### src/rtl/jk_sequence_driver_pkg.sv
// Shared definitions for the JK sequence driver: FSM state encodings and
// the J/K drive constants used when the flop bank must hold its state.
package jk_sequence_driver_pkg;

    // FSM state encodings (IDLE=0, DRIVE=1, CHECK=2, FINISH=3).
    typedef enum logic [1:0] {
        ST_IDLE   = 2'd0,
        ST_DRIVE  = 2'd1,
        ST_CHECK  = 2'd2,
        ST_FINISH = 2'd3
    } state_t;

    // Per-bit J/K levels: HOLD leaves a flop unchanged, SET is the active level.
    localparam logic JK_HOLD = 1'b0;
    localparam logic JK_SET  = 1'b1;

endpackage

### src/rtl/jk_excitation.sv
// JK excitation table, WIDTH bits wide and purely combinational.
// Don't-care terms are resolved to 0, so toggle (J=K=1) is never produced:
//   q->t  0->0: 00   0->1: 10   1->0: 01   1->1: 00   (shown as J,K)
module jk_excitation
    import jk_sequence_driver_pkg::*;
#(
    parameter int WIDTH = 2
) (
    input  logic [WIDTH-1:0] q,
    input  logic [WIDTH-1:0] t,
    output logic [WIDTH-1:0] j,
    output logic [WIDTH-1:0] k
);

    // Set only where a 0 must become 1, reset only where a 1 must become 0.
    always_comb begin
        for (int i = 0; i < WIDTH; i++) begin
            j[i] = (!q[i] &&  t[i]) ? JK_SET : JK_HOLD;
            k[i] = ( q[i] && !t[i]) ? JK_SET : JK_HOLD;
        end
    end

endmodule

### src/rtl/jk_sequence_driver.sv
// Drive-and-check block for a bank of JK flip-flops. A programmed table of
// target states is stepped through: each step spends one cycle driving the
// J/K needed to reach the target and one cycle (flops holding) comparing the
// observed Q against it. Failed checks are counted for the current run.
//
// Handshake: load_en and start are single-cycle requests, accepted only while
// busy=0 (state IDLE); requests seen while busy are dropped with no effect.
// done is a one-cycle pulse coinciding with busy falling.
module jk_sequence_driver
    import jk_sequence_driver_pkg::*;
#(
    parameter int WIDTH = 2,
    parameter int DEPTH = 4,
    parameter int IDXW  = 2
) (
    input  logic              clock,
    input  logic              reset,
    input  logic              load_en,
    input  logic [IDXW-1:0]   load_addr,
    input  logic [WIDTH-1:0]  load_data,
    input  logic              start,
    input  logic [IDXW:0]     seq_len,
    input  logic [WIDTH-1:0]  q_obs,
    output logic [WIDTH-1:0]  j_out,
    output logic [WIDTH-1:0]  k_out,
    output logic              busy,
    output logic              done,
    output logic              mismatch,
    output logic [IDXW:0]     err_count,
    output logic [IDXW-1:0]   step_idx,
    output state_t            fsm_state
);

    localparam int LENW = IDXW + 1;

    state_t             state;
    logic [LENW-1:0]    len_q;
    logic [WIDTH-1:0]   seq_table [DEPTH];

    logic               load_ok;
    logic               start_ok;
    logic               last_step;
    logic [LENW-1:0]    len_clamped;
    logic [WIDTH-1:0]   next_tgt;
    logic [WIDTH-1:0]   exc_j;
    logic [WIDTH-1:0]   exc_k;

    assign fsm_state   = state;
    assign load_ok     = load_en && (state == ST_IDLE);
    assign start_ok    = start && (state == ST_IDLE);
    assign last_step   = ({1'b0, step_idx} == (len_q - LENW'(1)));
    assign len_clamped = (seq_len > LENW'(DEPTH)) ? LENW'(DEPTH) : seq_len;

    // Target of the step about to be driven. On the start edge a same-cycle
    // write to entry 0 is forwarded, so the freshly loaded value is used.
    always_comb begin
        next_tgt = '0;
        if (state == ST_IDLE) begin
            next_tgt = (load_ok && (load_addr == '0)) ? load_data : seq_table[0];
        end else if (state == ST_CHECK && !last_step) begin
            next_tgt = seq_table[IDXW'(step_idx + 1'b1)];
        end
    end

    // Excitation for the next step; Q is stable here because the flops hold
    // during IDLE and CHECK, the only states that launch a DRIVE.
    jk_excitation #(
        .WIDTH (WIDTH)
    ) u_excitation (
        .q (q_obs),
        .t (next_tgt),
        .j (exc_j),
        .k (exc_k)
    );

    // Sequence table: cleared by reset, writable only while idle.
    always_ff @(posedge clock) begin
        if (reset) begin
            for (int i = 0; i < DEPTH; i++) begin
                seq_table[i] <= '0;
            end
        end else if (load_ok) begin
            seq_table[load_addr] <= load_data;
        end
    end

    // Sequencer FSM with registered J/K, status and error counters.
    always_ff @(posedge clock) begin
        if (reset) begin
            state     <= ST_IDLE;
            j_out     <= '0;
            k_out     <= '0;
            busy      <= 1'b0;
            done      <= 1'b0;
            mismatch  <= 1'b0;
            err_count <= '0;
            step_idx  <= '0;
            len_q     <= '0;
        end else begin
            done  <= 1'b0;
            j_out <= {WIDTH{JK_HOLD}};
            k_out <= {WIDTH{JK_HOLD}};
            case (state)
                ST_IDLE: begin
                    if (start_ok) begin
                        len_q     <= len_clamped;
                        mismatch  <= 1'b0;
                        err_count <= '0;
                        step_idx  <= '0;
                        busy      <= 1'b1;
                        if (len_clamped == '0) begin
                            state <= ST_FINISH;
                        end else begin
                            state <= ST_DRIVE;
                            j_out <= exc_j;
                            k_out <= exc_k;
                        end
                    end
                end
                ST_DRIVE: begin
                    state <= ST_CHECK;
                end
                ST_CHECK: begin
                    if (q_obs != seq_table[step_idx]) begin
                        mismatch  <= 1'b1;
                        err_count <= err_count + LENW'(1);
                    end
                    if (last_step) begin
                        state <= ST_FINISH;
                    end else begin
                        step_idx <= step_idx + 1'b1;
                        state    <= ST_DRIVE;
                        j_out    <= exc_j;
                        k_out    <= exc_k;
                    end
                end
                ST_FINISH: begin
                    done  <= 1'b1;
                    busy  <= 1'b0;
                    state <= ST_IDLE;
                end
                default: begin
                    state <= ST_IDLE;
                end
            endcase
        end
    end

endmodule
### config.mk
export PLATFORM = sky130hd
export DESIGN_NAME = jk_sequence_driver
export DESIGN_NICKNAME = d
export VERILOG_FILES = /design/src/rtl/jk_sequence_driver_pkg.sv /design/src/rtl/jk_excitation.sv /design/src/rtl/jk_sequence_driver.sv
export SDC_FILE = /design/constraint.sdc
export NUM_CORES = 1
export LEC_CHECK = 0
export CORE_ASPECT_RATIO = 2
export CORE_MARGIN = 10
export CORE_UTILIZATION = 30
export DETAILED_ROUTE_END_ITERATION = 8
export GPL_TIMING_DRIVEN = 0
export SKIP_CTS_REPAIR_TIMING = 1
export SYNTH_ARGS = -nofsm -noshare
export SYNTH_HDL_FRONTEND = slang
export SYNTH_SLANG_ARGS = --single-unit
### constraint.sdc
create_clock -name clock -period 4.6 [get_ports clock]
set_clock_uncertainty 0.1 [all_clocks]
set_input_delay 0.92 -clock clock [delete_from_list [all_inputs] [get_ports clock]]
set_output_delay 0.92 -clock clock [all_outputs]
set_load 0.01 [all_outputs]
==> flow_summary.ini, run 1 <==
[sta]
max_slew.worst_pin.slew_ps = 766
period_needed_ps = 2650
relSlewSlack_pct = 48.8
fin_crit_sh_pct = 57.5
final_hold_viol_count = 0
rsz0062_at_grt = no
max_freq_mhz = 378
setup_ws_ps = 1950
finalSetupViolations = 0
slew_viol_final = 0
timing.setup.tns_ps = 0

[placed_design]
io_buffer_count = 26
hpwl_um = 2970
routabilityCongestion = 0.867
post-place-ws_ps = 1650
placed_cells = 221

[clock_network]
clk_pin_slew_ps = 100
clk_path_buf_depth = 2
cts_root_buffer = clkbuf_8
htreeDepth = 1
cts.sink_count = 27
insertion_delay_ps = 280
cts_buffers = 3
cts_tree = yes

[hold_path]
min-delay-path-class = flip-flop to flip-flop

[worst_setup_path]
critPathBufInv = 2
cp_slowest_cell = nor4b_1
cp.arrival_ps = 2560
cp_top_family = simple AND/OR/NAND/NOR gates
critPathMaxStageDelay_ps = 470
cp.required_ps = 4510
crit_chain = clkdlybuf4s50_1 -> or3b_1 -> buf_6 -> nor4b_1 -> or2_2
cp_max_fo = 10
crit_type = input pin to flip-flop
critPathLaunchType = input pin
endpoint_kind = flip-flop

[pwr]
ir_worst_vdd_mv = 0.183
switching_share_pct = 27.7
seq_power_share_pct = 53.0
powerDensity_nw_per_um2 = 278
p_leak_nw = 0.617
switching_power_w = 0.000138
p_int_w = 0.000360
clockPowerShare_pct = 29.2
combPwrFrac_pct = 17.8
total_power_w = 0.000497

[floorplan]
die_w_um = 68.4
die_y_um = 117
die_area_um2 = 8000
ios = 27
row_count = 35
start_util_pct = 30.6
core_area_um2 = 4600

[yosys]
synth_fp_nets = 155
synth-xor-area-share_pct = 3.11
yosys.area_share.adder_pct = 1.78
synthMuxAreaShare_pct = 8.53
ys_seq_elements = 27
synth_top_family_by_area = simple AND/OR/NAND/NOR gates
synthCells = 140
yosysWarningCount = 0
synth.distinct_cells = 40
yosysSeqAreaShare_pct = 44.1
synthSimpleGateAreaFrac_pct = 25.4
synth.cell_area_um2 = 1410
syn_avg_cell_area_um2 = 10.1
synth_compound_area_share_pct = 12.9

[grt]
grt_use_total_pct = 9.99
grt_pass1_vias = 1240
grt_max_degree = 17
grt_first_pass_wirelength_um = 6180
grt_remaining_overflow = 0
antenna_found_initial = 0

[route]
wl_per_cell_um = 16.5
antenna_left = 0
drc_errors = 0
via_count = 1214
drt-vias-per-instance = 5.40
wirelength_um = 3710
dr.first_iter.drc_count = 31
firstDrtPassIters = 5

[layout]
syn2layout_area_growth_pct = 26.8
diodes = 0
drive_gt1_share_pct = 8.82
fin_cells = 225
nets = 186

[run_status]
outcome = completed

[job]
maxCapViolCount = 0
-- per-layer routing --
layer	vias up	wire, µm	global-route usage, %
met3	10	159	1.62
met4	0	138	5.13
li1	576	-	-
met2	37	2060	18.5
met5	-	0	0
met1	591	1350	10.0
-- metrics by stage --
step,hold WS [ps],cell area (µm²),utilization (%)
2_1_floorplan,332,1410,-
3_3_place_gp,347,1740,37.8
3_5_place_dp,359,1740,37.8
4_1_cts,372,1790,38.8
5_1_grt,416,1790,38.8
6_report,369,1790,38.8
-- path summary, 6_finish.rpt --
| kind | from | to | slack, ps | cells after the start |
|---|---|---|---|---|
| min reg2reg | len_q[1] | len_q[1] | 370 | 2 |
| max | load_en | seq_table[1][0] | 1950 | 5 |
| max reg2reg | fsm_state[1] | seq_table[1][0] | 2580 | 4 |
| min | len_q[1] | len_q[1] | 370 | 2 |
-- Yosys cell counts --
| master | n | area share (%) |
|---|---|---|
| nor4b_1 | 2 | 1.2 |
| o21ai_0 | 5 | 1.8 |
| inv_1 | 6 | 1.6 |
| edfxtp_1 | 8 | 17 |
| a311oi_1 | 1 | 0.62 |
| nor4b_2 | 2 | 2.1 |
| or2_2 | 2 | 0.89 |
| buf_1 | 1 | 0.27 |
| or3b_1 | 1 | 0.62 |
| ha_1 | 2 | 1.8 |
| clkbuf_1 | 3 | 0.80 |
| and2_1 | 4 | 1.8 |
| buf_2 | 2 | 0.71 |
| o22a_1 | 1 | 0.62 |
| a21oi_1 | 7 | 2.5 |
| nor3b_1 | 10 | 5.3 |
| xor2_1 | 4 | 2.5 |
| a211oi_1 | 2 | 1.1 |
| nand3b_1 | 2 | 1.1 |
| a21o_1 | 1 | 0.53 |
| a2bb2oi_1 | 1 | 0.62 |
| mux2i_1 | 3 | 2.1 |
| o31a_1 | 2 | 1.2 |
| and3b_1 | 2 | 1.2 |
| o21ai_1 | 4 | 1.4 |
| o211ai_1 | 1 | 0.53 |
| or3_1 | 2 | 0.89 |
| a31oi_1 | 2 | 0.89 |
| nand2_1 | 10 | 2.7 |
| xnor2_1 | 1 | 0.62 |
| buf_6 | 1 | 0.80 |
| dfxtp_1 | 19 | 27 |
| nand3_1 | 7 | 2.5 |
| nor2_1 | 5 | 1.3 |
| nor3_1 | 4 | 1.4 |
| o21a_1 | 1 | 0.53 |
| and4_1 | 3 | 1.9 |
| o31ai_1 | 1 | 0.53 |
| nor2b_1 | 1 | 0.44 |
| mux4_2 | 4 | 6.4 |
-- power groups by stage --
stage	Sequential [W]	Combinational, W	Clock (W)
3_5_place_dp	0.000269	0.0000879	0
6_report	0.000263	0.0000884	0.000145
2_1_floorplan	0.000269	0.0000480	0
3_3_place_gp	0.000269	0.0000858	0
4_1_cts	0.000264	0.0000884	0.000143
5_1_grt	0.000266	0.0000962	0.000157
-- worst register-to-register path, stage by stage (launching register included) --
cell     delay, ps
dfxtp_1        390
or3b_1         410
buf_6          150
nor4b_1        470
or2_2          220
-- logic make-up after synthesis --
group           after synthesis
mux                           7
compound gates               29
xor+xnor                      5
flops                        27
simple gates                 57
buf+inv                      13
fa+ha+maj                     2
-- final cells by class --
class / instances / area, µm²
sequential: 27 / 621
timing repair buffer: 26 / 260
tap: 55 / 68.8
buffer: 7 / 36.3
clock buffer: 3 / 41.3
fill: 479 / 2810
multi-input combinational: 100 / 728
clock inverter: 1 / 7.51
inverter: 6 / 22.5
-- state kept, by name, summed over array words and instances, names as in the netlist, 2 cells and up, named ones only --
signal     cells
err_count      3
fsm_state      2
j_out          2
k_out          2
len_q          3
seq_table      8
step_idx       2
-- placed cells by master (no fill, tap or decap), drive strengths merged, types with 2 or more instances in the layout --
master | synthesis | final
clkdlybuf4s50 | 0 | 26
dfxtp | 19 | 19
nor3b | 10 | 10
nand2 | 10 | 10
o21ai | 9 | 9
edfxtp | 8 | 8
nand3 | 7 | 7
a21oi | 7 | 7
inv | 6 | 6
clkbuf | 3 | 6
nor2 | 5 | 5
and2 | 4 | 4
mux4 | 4 | 4
xor2 | 4 | 4
nor3 | 4 | 4
nor4b | 4 | 4
buf | 4 | 4
mux2i | 3 | 3
and4 | 3 | 3
or2 | 2 | 2
or3 | 2 | 2
and3b | 2 | 2
nand3b | 2 | 2
o31a | 2 | 2
a31oi | 2 | 2
a211oi | 2 | 2
ha | 2 | 2
No activity file was read; power rests on OpenSTA's default activity.
==> run 2: changes to the inputs <==
clock period = 2.3 ns   (was 4.6 ns; I/O delays follow)
==> run 2 against run 1 <==
Net effect:
- clock-buffer cell count unchanged
- design area is 0.35% higher
- critical path type unchanged
- die area stayed put
- combinational power is 100% higher
==> flow_summary.ini, run 2 (synthesis gave the netlist of run 1 again) <==
[run_status]
outcome = completed

[layout]
nets = 186
diodes = 0
largest_register_ffs = 8
syn2layout_area_growth_pct = 27.3
final_common_cell = clkdlybuf4s50_1
drive_gt1_share_pct = 9.41
final_cell_mix = clkdlybuf4s50_1 (26), dfxtp_1 (19), nor3b_1 (10), nand2_1 (10), edfxtp_1 (8)
top_register = seq_table
final_core_utilization_pct = 39.0
reg.largest.list = seq_table (8), err_count (3), len_q (3)

[sta]
max_slew.worst_pin.slew_ps = 743
rsz0062_at_grt = no
relSlewSlack_pct = 50.4
period_needed_ps = 2120
slew_viol_final = 0
final_hold_viol_count = 0
fin_crit_sh_pct = 92.4
timing.setup.tns_ps = 0
finalSetupViolations = 0
max_freq_mhz = 471

[worst_setup_path]
crit_type = input pin to flip-flop
cp.arrival_ps = 2030
critPathLaunchType = input pin
cp.required_ps = 2210
cp_max_fo = 10
endpoint_kind = flip-flop

[route]
dr.first_iter.drc_count = 35
drt-vias-per-instance = 5.35
wl_per_cell_um = 16.4
drc_errors = 0
via_count = 1204
wirelength_um = 3690
antenna_left = 0
firstDrtPassIters = 4

[pwr]
ir_worst_vdd_mv = 0.357
seq_power_share_pct = 53.3
switching_share_pct = 27.2
combPwrFrac_pct = 17.9
clockPowerShare_pct = 28.8
p_leak_nw = 0.618
switching_power_w = 0.000269
powerDensity_nw_per_um2 = 552
p_int_w = 0.000719

[grt]
grt_first_pass_wirelength_um = 6180
grt_use_total_pct = 9.99
grt_max_degree = 17
grt_pass1_vias = 1240
antenna_found_initial = 0
grt_remaining_overflow = 0

[floorplan]
die_w_um = 68.4
die_y_um = 117
core_area_um2 = 4600
die_area_um2 = 8000
ios = 27
row_count = 35
start_util_pct = 30.6

[placed_design]
io_buffer_count = 26
routabilityCongestion = 0.867
hpwl_um = 2970

[clock_network]
htreeDepth = 1
clk_path_buf_depth = 2
insertion_delay_ps = 280
cts_buffers = 3
cts.sink_count = 27
cts_tree = yes
cts_root_buffer = clkbuf_8
clk_pin_slew_ps = 100

[job]
maxCapViolCount = 0

[hold_path]
min-delay-path-class = flip-flop to flip-flop
run 2: cell counts in the layout (fill, tap and decap cells not counted):
No cell type changed its count.
run 2: worst paths after layout:
kind | from | to | slack (ps) | depth (start not counted)
max | load_en | seq_table[2][1] | 180 | 5
max reg2reg | fsm_state[1] | seq_table[2][1] | 350 | 4
min reg2reg | len_q[1] | len_q[1] | 370 | 2
min | len_q[1] | len_q[1] | 370 | 2
run 2: layout make-up:
class,count,area [µm²]
plain buffers,7,36.3
clock buffers,3,41.3
clock inverters,1,7.51
fillers,478,2810
inverters,6,22.5
multi-input cells,100,734
flip-flops and latches,27,621
well taps,55,68.8
repair buffers,26,260
run 2: through the flow:
| step | instances | hold slack (ps) | instance area (µm²) | worst slack (ps) | power [W] |
|---|---|---|---|---|---|
| after floorplan | 140 | 332 | 1410 | 495 | 0.000634 |
| after global placement | 221 | 347 | 1740 | -163 | 0.000709 |
| after detailed placement | 221 | 359 | 1740 | -186 | 0.000714 |
| after CTS | 225 | 372 | 1790 | 117 | 0.000991 |
| after global routing | 225 | 416 | 1790 | 103 | 0.00104 |
| final | 225 | 369 | 1790 | 175 | 0.000988 |
run 2: per-layer routing:
layer	GRT usage, %	wire [µm]	vias up
met5	0	0	-
met4	5.13	112	0
met3	1.62	138	8
met2	18.5	2100	33
met1	10.0	1340	585
li1	-	-	578
run 2: worst max-delay path, cell delays in order:
cell and delay [ps]:
clkdlybuf4s50_1 440, or3b_1 350, buf_6 150, nor4b_1 410, or2_2 220
run 2: power groups by stage:
| stage | Clock (W) | Combinational, W | Sequential, W |
|---|---|---|---|
| 6_report | 0.000284 | 0.000177 | 0.000527 |
| 5_1_grt | 0.000313 | 0.000193 | 0.000532 |
| 4_1_cts | 0.000286 | 0.000177 | 0.000528 |
| 3_5_place_dp | 0 | 0.000176 | 0.000539 |
| 3_3_place_gp | 0 | 0.000172 | 0.000538 |
| 2_1_floorplan | 0 | 0.0000960 | 0.000538 |
==> run 3: changes to the inputs <==
==> constraint.sdc (replaced) <==
create_clock -name clock -period 2.3 [get_ports clock]
set_clock_uncertainty 0.1 [all_clocks]
set_input_delay 0.575 -clock clock [delete_from_list [all_inputs] [get_ports clock]]
set_output_delay 0.575 -clock clock [all_outputs]
set_load 0.01 [all_outputs]
==> run 3 against run 2 <==
Net effect:
- total power is 0.37% higher
- worst setup slack worse by 20 ps
- global-route usage stayed put
- sequential share of layout area is 0.12 points lower
- flip-flop and latch count stayed put
- first-iteration DRC count stayed put
- clock-buffer cell count stayed put
==> flow_summary.ini, run 3 (synthesis gave the netlist of run 1 again) <==
[sta]
max_slew.worst_pin.slew_ps = 731
hold_slack_ps = 367
max_freq_mhz = 466
rsz0062_at_grt = no
finalSetupViolations = 0
fin_crit_sh_pct = 93.3
final_hold_viol_count = 0
relSlewSlack_pct = 51.2
period_needed_ps = 2140
timing.setup.tns_ps = 0
slew_viol_final = 0

[hold_path]
hold_path_depth = 2
min_from = len_q[1]
min-delay-path-class = flip-flop to flip-flop

[worst_setup_path]
crit_type = input pin to flip-flop
reg2reg_depth = 6
cp.required_ps = 2340
cp_slowest_cell = clkdlybuf4s50_1
cp_max_fo = 10
cp_top_family = buffers and inverters
crit_start = reset
cp.arrival_ps = 2190
r2r_start = len_q[0]
critical_path_depth = 4
endpoint_kind = flip-flop
crit_chain = clkdlybuf4s50_1 -> clkbuf_1 -> buf_1 -> a31oi_1
critPathMaxStageDelay_ps = 640
critPathLaunchType = input pin
critPathBufInv = 3

[grt]
grt_remaining_overflow = 0
antenna_found_initial = 0
grt_use_total_pct = 9.99
grt_first_pass_wirelength_um = 6180
grt_max_degree = 17
grt_pass1_vias = 1240

[route]
dr.first_iter.drc_count = 35
wl_per_cell_um = 16.4
via_count = 1206
m1WireLength_um = 1330
wirelength_um = 3700
antenna_left = 0
drc_errors = 0
top_layer_used = met4
wl_met3_um = 151
firstDrtPassIters = 5
drt-vias-per-instance = 5.36
dr_wl_met2_um = 2100

[floorplan]
start_util_pct = 30.6
die_w_um = 68.4
row_count = 35
die_y_um = 117
core_area_um2 = 4600
die_area_um2 = 8000
ios = 27

[clock_network]
insertion_delay_ps = 280
cts_buffers = 3
clk_pin_slew_ps = 100
cts.sink_count = 27
cts_root_buffer = clkbuf_8
clk_path_buf_depth = 2
htreeDepth = 1
cts_tree = yes

[layout]
reg.largest.list = seq_table (8), err_count (3), len_q (3)
largest_register_ffs = 8
multi_input_area_um2 = 741
top_register = seq_table
diodes = 0
syn2layout_area_growth_pct = 27.7
drive_gt1_share_pct = 10.0
fillCellCount = 478
nets = 186
final_cell_mix = clkdlybuf4s50_1 (26), dfxtp_1 (19), nor3b_1 (10), nand2_1 (10), edfxtp_1 (8)
design_area_um2 = 1800
final_common_cell = clkdlybuf4s50_1
register_area_um2 = 621

[job]
maxCapViolCount = 0

[pwr]
p_leak_nw = 0.620
total_power_w = 0.000992
ir_worst_vdd_mv = 0.364
powerDensity_nw_per_um2 = 552

[placed_design]
routabilityCongestion = 0.867
hpwl_um = 2970
placed_area_um2 = 1740
io_buffer_count = 26

[run_status]
outcome = completed
## run 3: changes by cell type in the layout (fill, tap and decap cells not counted)
cell,previous run,this run
nor4b_1,1,0
nor4b_2,3,4
## run 3: where the power goes
part           switching [W]  total [W]  internal (W)
Clock               0.000163   0.000287      0.000123
Combinational      0.0000935   0.000178     0.0000848
Sequential         0.0000156   0.000527      0.000511
## run 3: layout make-up
type / instances / share of cell area [%]
plain buffers: 7 / 2.02
clock buffers: 3 / 2.30
clock inverters: 1 / 0.418
inverters: 6 / 1.25
multi-input cells: 100 / 41.2
flip-flops and latches: 27 / 34.5
well taps: 55 / 3.83
repair buffers: 26 / 14.5
## run 3: per-layer routing
metal	up-vias	GRT usage [%]
li1	577	-
met1	586	10.0
met2	35	18.5
met3	8	1.62
met4	0	5.13
met5	-	0
## run 3: worst paths after layout
kind	end	slack (ps)
min reg2reg	len_q[1]	370
max	flip-flop	160
min	len_q[1]	370
max reg2reg	flip-flop	430
## run 3: worst register-to-register path: cells and delay by family (launching register included)
kind            cells  cell delay [ps]
flops               1              390
simple gates        1              220
xor+xnor            1              240
compound gates      2              460
fa+ha+maj           1              300
buf+inv             1               60
## run 3: metrics by stage
step / cells / utilization [%] / setup slack (ps)
3_5_place_dp: 221 / 37.8 / -301
5_1_grt: 225 / 39.1 / 63.8
2_1_floorplan: 140 / - / 380
4_1_cts: 225 / 38.8 / 2.19
6_report: 225 / 39.1 / 155
3_3_place_gp: 221 / 37.8 / -278
